## src/rtl/step_clock_ctrl.sv

```systemverilog
// CPU clock-enable generator: RUN, SLOW (divided), single STEP on a debounced
// pushbutton, and HALT, selected by a synchronized 2-bit mode switch.
module step_clock_ctrl #(
    parameter int SLOW_FACTOR     = 1_000_000,
    parameter int DEBOUNCE_CYCLES = 500_000
) (
    input  logic        clk,
    input  logic        reset,
    input  logic [1:0]  mode,
    input  logic        step_btn,
    output logic        cpu_en,
    output logic        halted,
    output logic [15:0] step_count,
    output logic [2:0]  state_dbg
);

    localparam int DV_W = $clog2(SLOW_FACTOR);
    localparam int DC_W = $clog2(DEBOUNCE_CYCLES);
    localparam logic [DV_W-1:0] DV_LAST = DV_W'(SLOW_FACTOR - 1);
    localparam logic [DC_W-1:0] DC_LAST = DC_W'(DEBOUNCE_CYCLES - 1);

    typedef enum logic [2:0] {
        ST_RUN,
        ST_SLOW,
        ST_STEP_ARMED,
        ST_STEP_HELD,
        ST_HALT
    } state_t;

    state_t          state;
    state_t          state_nx;
    logic            en_nx;
    logic [1:0]      mode_s1;
    logic [1:0]      sync_mode;
    logic            btn_s1;
    logic            sync_btn;
    logic            db;
    logic [DC_W-1:0] dcnt;
    logic [DV_W-1:0] dv;
    logic [DV_W-1:0] dv_nx;

    // Synchronizers reset to HALT mode so the CPU stays stopped until the switch is seen.
    always_ff @(posedge clk or posedge reset) begin
        if (reset) begin
            mode_s1   <= 2'b11;
            sync_mode <= 2'b11;
            btn_s1    <= 1'b0;
            sync_btn  <= 1'b0;
        end else begin
            mode_s1   <= mode;
            sync_mode <= mode_s1;
            btn_s1    <= step_btn;
            sync_btn  <= btn_s1;
        end
    end

    always_ff @(posedge clk or posedge reset) begin
        if (reset) begin
            db   <= 1'b0;
            dcnt <= '0;
        end else if (sync_btn == db) begin
            dcnt <= '0;
        end else if (dcnt == DC_LAST) begin
            db   <= sync_btn;
            dcnt <= '0;
        end else begin
            dcnt <= dcnt + DC_W'(1);
        end
    end

    // Entering step mode with the button already down lands in STEP_HELD, so a
    // held or stale press never produces a pulse; only a fresh press from ARMED does.
    always_comb begin
        state_nx = state;
        en_nx    = 1'b0;
        dv_nx    = '0;
        unique case (sync_mode)
            2'b00: begin
                state_nx = ST_RUN;
                en_nx    = 1'b1;
            end
            2'b01: begin
                state_nx = ST_SLOW;
                if (state == ST_SLOW) begin
                    if (dv == DV_LAST) begin
                        en_nx = 1'b1;
                    end else begin
                        dv_nx = dv + DV_W'(1);
                    end
                end
            end
            2'b10: begin
                case (state)
                    ST_STEP_ARMED: begin
                        if (db) begin
                            state_nx = ST_STEP_HELD;
                            en_nx    = 1'b1;
                        end
                    end
                    ST_STEP_HELD: begin
                        if (!db) state_nx = ST_STEP_ARMED;
                    end
                    default: state_nx = db ? ST_STEP_HELD : ST_STEP_ARMED;
                endcase
            end
            default: state_nx = ST_HALT;
        endcase
    end

    always_ff @(posedge clk or posedge reset) begin
        if (reset) begin
            state      <= ST_HALT;
            cpu_en     <= 1'b0;
            halted     <= 1'b1;
            dv         <= '0;
            step_count <= '0;
        end else begin
            state      <= state_nx;
            cpu_en     <= en_nx;
            halted     <= (state_nx == ST_HALT);
            dv         <= dv_nx;
            step_count <= step_count + {15'd0, cpu_en};
        end
    end

    assign state_dbg = state;

endmodule
```

## config.mk

```make
export PLATFORM = sky130hd
export DESIGN_NAME = step_clock_ctrl
export DESIGN_NICKNAME = d
export VERILOG_FILES = /design/src/rtl/step_clock_ctrl.sv
export SDC_FILE = /design/constraint.sdc
export NUM_CORES = 1
export LEC_CHECK = 0
export CAP_MARGIN = 10
export CORE_ASPECT_RATIO = 0.9
export CORE_MARGIN = 5
export CORE_UTILIZATION = 34
export DETAILED_ROUTE_END_ITERATION = 8
export SLEW_MARGIN = 20
export SYNTH_ARGS = -nofsm -noshare
export SYNTH_HDL_FRONTEND = slang
export SYNTH_SLANG_ARGS = --single-unit
```

## constraint.sdc

```tcl
create_clock -name clk -period 5.16 [get_ports clk]
set_input_delay 1.032 -clock clk [delete_from_list [all_inputs] [get_ports clk]]
set_output_delay 1.032 -clock clk [all_outputs]
set_load 0.02 [all_outputs]
```

==> results by group, run 1 <==
Drt
  – # DRC: 0
  – DRT Pass-1 Iters: 5
  – Wire length per cell: 13.0 um
  – Post-route ant nets: 0
  – Initial DRC Count: 78
  – Vias per cell: 4.94
  – Final Routed Wirelength: 5.73 mm
  – Via total after detailed routing: 2185

Finish
  – Fill cells: 837
  – Antenna fix cells: 0
  – Final nets: 327
  – Area Growth Syn to Fin: 19.7%
  – Utilization after layout: 42.0%
  – FF/Latch Area: 1680 um^2
  – Layout cell share with drive strength beyond 1: 10.5%
  – Multi-input logic area: 1280 um^2
  – Fin cells: 442

Critical path
  – Worst R2R End: dv[6]
  – FF-to-FF Start: dv[0]
  – Arrival time worst endpoint: 1470 ps
  – Worst endpoint required time: 4130 ps
  – CP max stage delay: 600 ps
  – Top cell family by delay on the critical path: buffers and inverters
  – R2R Setup Slk: 3070 ps
  – CP startpoint: state_dbg[2]
  – Crit path kind: reg -> out
  – Crit path capture: state_dbg[2]
  – CP max-delay cell: clkdlybuf4s50_1
  – Worst path depth: 1
  – Max FO, Critical Path: 3
  – Crit path buffers/inverters: 1
  – Worst setup SP type: flop
  – Critical Path, Cell by Cell: clkdlybuf4s50_1
  – Worst Setup End Kind: output pin
  – R2R depth: 6

Synth
  – Avg Cell Area, Syn: 10.6 um^2
  – Share of the synthesized area in the top cell type: 50.5%
  – Dominant cells by area after synthesis: dfrtp_1, xnor2_1, dfstp_2
  – Synth unique cells: 37
  – Net Count, Synth: 294
  – Synthesized area: 3020 um^2
  – Primary FF master, synth: dfrtp_1
  – Most frequent cell after synthesis: dfrtp_1
  – Fraction of registers with async set or reset after synthesis: 100%
  – Yosys reg bits: 67
  – Cell taking the most area after synthesis: dfrtp_1
  – Leading cell types by count after synthesis: dfrtp_1, nor2_1, xnor2_1
  – Post-synth EDFFs: 0
  – Mapped Cells: 285
  – Synth Warn #: 0
  – Seq/Total Area, Yosys: 55.7%

Die
  – Top-level port count: 26
  – Area of the die: 10900 um^2
  – Die Ht: 99.4 um
  – Initial Util: 35.1%
  – Site Rows: 32
  – CORE AREA: 8610 um^2
  – DIE WIDTH: 109 um

Place
  – I/O Buffers: 25
  – DP HPWL: 3.97 mm
  – RD Place Congestion: 0.770
  – Placed cell count: 426
  – Worst slack, placed: 2730 ps

STA
  – Worst-margin pin slew: 583 ps
  – Setup TNS: 0 ps
  – Max Freq: 399 MHz
  – Final Hold Fails: 0
  – Tcrit/Tclk final: 48.6%
  – Headroom to the max-slew limit: 60.7%
  – Endpoints failing setup: 0
  – Fin crit period: 2510 ps
  – Slew Viols, Final: 0
  – Unrepaired setup endpoints after global routing: false
  – Final setup margin: 2650 ps
  – Clk_skew: 7.86 ps

Power and ir drop
  – Leakage: 1.40 nW
  – VDD IR-drop max: 0.147 mV
  – PwrDens: 319 nW/um^2

Clock tree
  – Num CTS Buffers: 9
  – Clock transition at the registers of the reported paths: 70 ps
  – Root buffer cell: clkbuf_8
  – Post-CTS setup buffers: 0
  – CTS Hold Bufs: 0
  – Post-CTS Resized: 0
  – Worst skew pair latency: 340 ps
  – CTS Sinks: 67
  – CTS tree: yes
  – H-tree Lvls: 3
  – Clk buf depth: 2

Hold path
  – Min-delay worst type: reg -> reg

Global routing
  – Pin count of the biggest net entering global routing: 42
  – Global-route wire length before repair: 9.90 mm
  – GRT Residual Overflow: 0
  – Number of global-route vias before repair: 2102
  – Total track usage: 11.5%
  – Initial antenna violation count: 0

Run status
  – Run status: completed

Run
  – Max-Cap Viols: 0
-- registers in the layout (all words and copies together) (netlist names) --
signal	flops
state_dbg	3
dv	20
dcnt	19
cpu_en	1
sync_btn	1
db	1
btn_s1	1
mode_s1	2
halted	1
sync_mode	2
step_count	16
-- layer usage --
metal | GRT usage [%] | share of wire (%) | routed length [um] | vias up
met3 | 4.54 | 5.6 | 323 | 12
met5 | 0 | 0 | 0 | -
met2 | 16.9 | 43 | 2490 | 50
li1 | - | - | - | 1073
met4 | 4.03 | 1.6 | 90 | 0
met1 | 15.4 | 49 | 2820 | 1050
-- report_power, final --
group          total, W  switching, W  leakage (nW)  internal [W]
clock network  0.000430      0.000196        0.0991      0.000234
registers      0.000591     0.0000348         0.895      0.000556
logic          0.000131     0.0000696         0.406     0.0000618
total           0.00115      0.000301          1.40      0.000852
-- cell families after synthesis --
kind of cell | Yosys count | synth area share (%)
compound gates | 24 | 4.76
buf+inv | 16 | 2.15
xor+xnor | 40 | 11.6
mux | 2 | 0.704
flops | 67 | 55.7
fa+ha+maj | 4 | 1.66
simple gates | 132 | 23.4
-- layout make-up --
type / instances / share of cell area (%)
flip-flops and latches: 67 / 46.6
multi-input cells: 202 / 35.4
repair buffers: 28 / 7.54
well taps: 119 / 4.12
clock buffers: 11 / 3.91
clock inverters: 5 / 1.45
inverters: 10 / 1.04
-- placed cells by master, fill, tap and decap left out, types with 3 or more instances in the layout --
cell             Yosys  routed
a21oi_1             11      11
and2_1               3       3
and3_1               5       5
buf_4                1       3
clkbuf_8             0      10
clkdlybuf4s50_1      0      25
clkinv_2             0       3
dfrtp_1             61      61
dfstp_2              6       6
ha_1                 4       4
inv_1               10       9
nand2_1             16      16
nand3_1             17      17
nand4_1             14      14
nor2_1              35      35
nor3_1               9       9
nor4_1               8       8
nor4b_1              3       3
o21ai_0              6       6
o31ai_1              4       4
or3_1                4       4
or3_2                3       3
or4_1                5       5
xnor2_1             29      29
xor2_1              11      11
-- through the flow --
step / area, um^2 / total power, W / hold slack, ps
global placement: 3420 / 0.000732 / 334
finish: 3620 / 0.00115 / 356
floorplan: 3020 / 0.000664 / 331
CTS: 3620 / 0.00117 / 358
detailed placement: 3420 / 0.000736 / 347
global route: 3620 / 0.00122 / 359
-- worst min-delay path by stage --
stage | startpoint | end | slack [ps] | cells past startpoint
floorplan | btn_s1 | sync_btn | 330 | 0
global placement | btn_s1 | sync_btn | 330 | 0
detailed placement | mode_s1[0] | sync_mode[0] | 350 | 0
CTS | mode_s1[0] | sync_mode[0] | 360 | 0
global route | mode_s1[0] | sync_mode[0] | 360 | 0
finish | mode_s1[0] | sync_mode[0] | 360 | 0
No activity file was read; power rests on OpenSTA's default activity.
==> run 2, diff against run 1 <==
==> constraint.sdc (replaced) <==
create_clock -name clk -period 2.5 [get_ports clk]
set_input_delay 0.5 -clock clk [delete_from_list [all_inputs] [get_ports clk]]
set_output_delay 0.5 -clock clk [all_outputs]
set_load 0.02 [all_outputs]
==> run 2 against run 1 <==
Net effect: global-route usage fell by 0.42 points; setup slack got worse by 2100 ps; first-iteration DRC count grew 45%; sequential cell count did not move; clock power increased by 110%; total power up 110%; largest power group unchanged.
==> results by group, run 2 (synthesis gave the netlist of run 1 again) <==
STA
  – Max Freq: 505 MHz
  – Hold Worst Slack: 353 ps (-3.07 ps)
  – Tcrit/Tclk final: 79.3%
  – Clk_skew: 11.1 ps (+3.25 ps)
  – Final Hold Fails: 0 (unchanged)
  – Slew Viols, Final: 0 (unchanged)
  – Endpoints failing setup: 0 (unchanged)
  – Headroom to the max-slew limit: 61.7% (+0.94 points)
  – Unrepaired setup endpoints after global routing: false
  – Setup TNS: 0 ps (unchanged)
  – Fin crit period: 1980 ps
  – Worst-margin pin slew: 569 ps (-14.0 ps)

Critical path
  – Worst setup SP type: flop
  – Top cell family by delay on the critical path: buffers and inverters
  – Critical Path, Cell by Cell: clkdlybuf4s50_1
  – Arrival time worst endpoint: 1480 ps (about the same)
  – CP max stage delay: 610 ps (about the same)
  – Crit path buffers/inverters: 1 (unchanged)
  – Worst endpoint required time: 2000 ps (-2130 ps)
  – Crit path kind: reg -> out
  – Worst Setup End Kind: output pin
  – Max FO, Critical Path: 3 (unchanged)
  – CP max-delay cell: clkdlybuf4s50_1

Finish
  – Utilization after layout: 42.3% (+0.23 points)
  – Biggest regs: dv x20, dcnt x19, step_count x16
  – Area Growth Syn to Fin: 20.4%
  – Design area: 3640 um^2 (+0.55%)
  – Fill cells: 835 (-0.24%)
  – FF/Latch Area: 1680 um^2 (unchanged)
  – Most frequent cells in the layout: dfrtp_1, nor2_1, xnor2_1
  – Most flops, register: dv
  – Final nets: 328 (+0.31%)
  – Layout cell share with drive strength beyond 1: 10.8% (+0.28 points)
  – Max reg flops: 20 (unchanged)
  – Commonest non-fill, non-tap cell in the layout: dfrtp_1
  – Antenna fix cells: 0 (unchanged)
  – Multi-input logic area: 1280 um^2 (unchanged)

Clock tree
  – CTS tree: yes
  – Clock transition at the registers of the reported paths: 70 ps (about the same)
  – CTS Hold Bufs: 0 (unchanged)
  – Post-CTS Resized: 0 (unchanged)
  – Worst skew pair latency: 330 ps (about the same)
  – Root buffer cell: clkbuf_8
  – H-tree Lvls: 3 (unchanged)
  – Num CTS Buffers: 9 (unchanged)
  – CTS Sinks: 67 (unchanged)
  – Clk buf depth: 2 (unchanged)
  – Post-CTS setup buffers: 0 (unchanged)

Die
  – DIE WIDTH: 109 um (unchanged)
  – Top-level port count: 26 (unchanged)
  – Die Ht: 99.4 um (unchanged)
  – Site Rows: 32 (unchanged)
  – Area of the die: 10900 um^2 (unchanged)
  – Initial Util: 35.1% (unchanged)
  – CORE AREA: 8610 um^2 (unchanged)

Power and ir drop
  – Power Internal: 0.00176 W (+110%)
  – Clk pwr share: 37.2% (about the same)
  – Leakage: 1.41 nW (+0.62%)
  – VDD IR-drop max: 0.302 mV (+110%)
  – Logic pwr share: 11.4% (about the same)
  – Sequential share of power: 51.4% (about the same)
  – Sw frac: 25.9% (-0.13 points)
  – PwrDens: 654 nW/um^2 (+110%)
  – Sw Pwr: 0.000617 W (+110%)

Drt
  – Via total after detailed routing: 2176 (-0.41%)
  – Met3 WL post-DR: 339 um (+5.0%)
  – Met2 WL post-DR: 2.45 mm (-1.6%)
  – Vias per cell: 4.91 (-0.64%)
  – DRT Pass-1 Iters: 4 (-1)
  – # DRC: 0 (unchanged)
  – Top layer in use: met4
  – Post-route ant nets: 0 (unchanged)
  – Met1 Wirelength: 2.77 mm (-1.7%)
  – Final Routed Wirelength: 5.63 mm (-1.7%)
  – Wire length per cell: 12.7 um (-1.9%)
  – Initial DRC Count: 113 (+45%)

Global routing
  – GRT Residual Overflow: 0 (unchanged)
  – Total track usage: 11.1% (-0.42 points)
  – Initial antenna violation count: 0 (unchanged)
  – Pin count of the biggest net entering global routing: 68 (+62%)
  – Global-route wire length before repair: 9.64 mm (-2.6%)
  – Number of global-route vias before repair: 2043 (-2.8%)

Run status
  – Run status: completed

Hold path
  – Min-delay worst type: reg -> reg

Place
  – I/O Buffers: 25 (unchanged)
  – Cell Area, Placed: 3440 um^2 (+0.58%)
  – RD Place Congestion: 0.781 (+1.3%)
  – DP HPWL: 3.85 mm (-3.0%)

Run
  – Max-Cap Viols: 0 (unchanged)
[run 2: changes by cell type in the layout (fill, tap and decap cells not counted), sizes merged]
cell  change
buf       +1
[run 2: final timing paths]
check,startpoint,end,slack (ps),cells after the start
min,btn_s1,sync_btn,350,0
max reg2reg,dcnt[2],dcnt[17],530,4
max in group asynchronous,reset,mode_s1[1],1590,3
min in group asynchronous,reset,step_count[13],560,3
max,state_dbg[2],state_dbg[2],520,1
min reg2reg,btn_s1,sync_btn,350,0
[run 2: cell type report]
type	count	share of cell area, %
sequential	67	46.3
tap	119	4.09
inverter	10	1.03
clock inverter	5	1.44
clock buffer	11	3.89
multi-input combinational	202	35.2
timing repair buffer	29	8.05
[run 2: routing by layer]
metal  GRT usage, %  up-vias
li1               -     1069
met1           15.1     1057
met2           16.7       44
met3           3.63        6
met4           3.74        0
met5              0        -
[run 2: power groups by stage]
stage | Clock [W] | Combinational [W] | Sequential (W)
floorplan | 0 | 0.0000786 | 0.00129
global placement | 0 | 0.000274 | 0.00124
detailed placement | 0 | 0.000278 | 0.00124
CTS | 0.000914 | 0.000278 | 0.00122
global route | 0.000967 | 0.000298 | 0.00123
finish | 0.000883 | 0.000272 | 0.00122
[run 2: per-stage QoR]
stage | worst slack (ps) | instances | power, W
2_1_floorplan | 327 | 285 | 0.00137
5_1_grt | 414 | 443 | 0.00250
3_3_place_gp | 571 | 427 | 0.00151
4_1_cts | 489 | 443 | 0.00241
6_report | 518 | 443 | 0.00238
3_5_place_dp | 536 | 427 | 0.00152
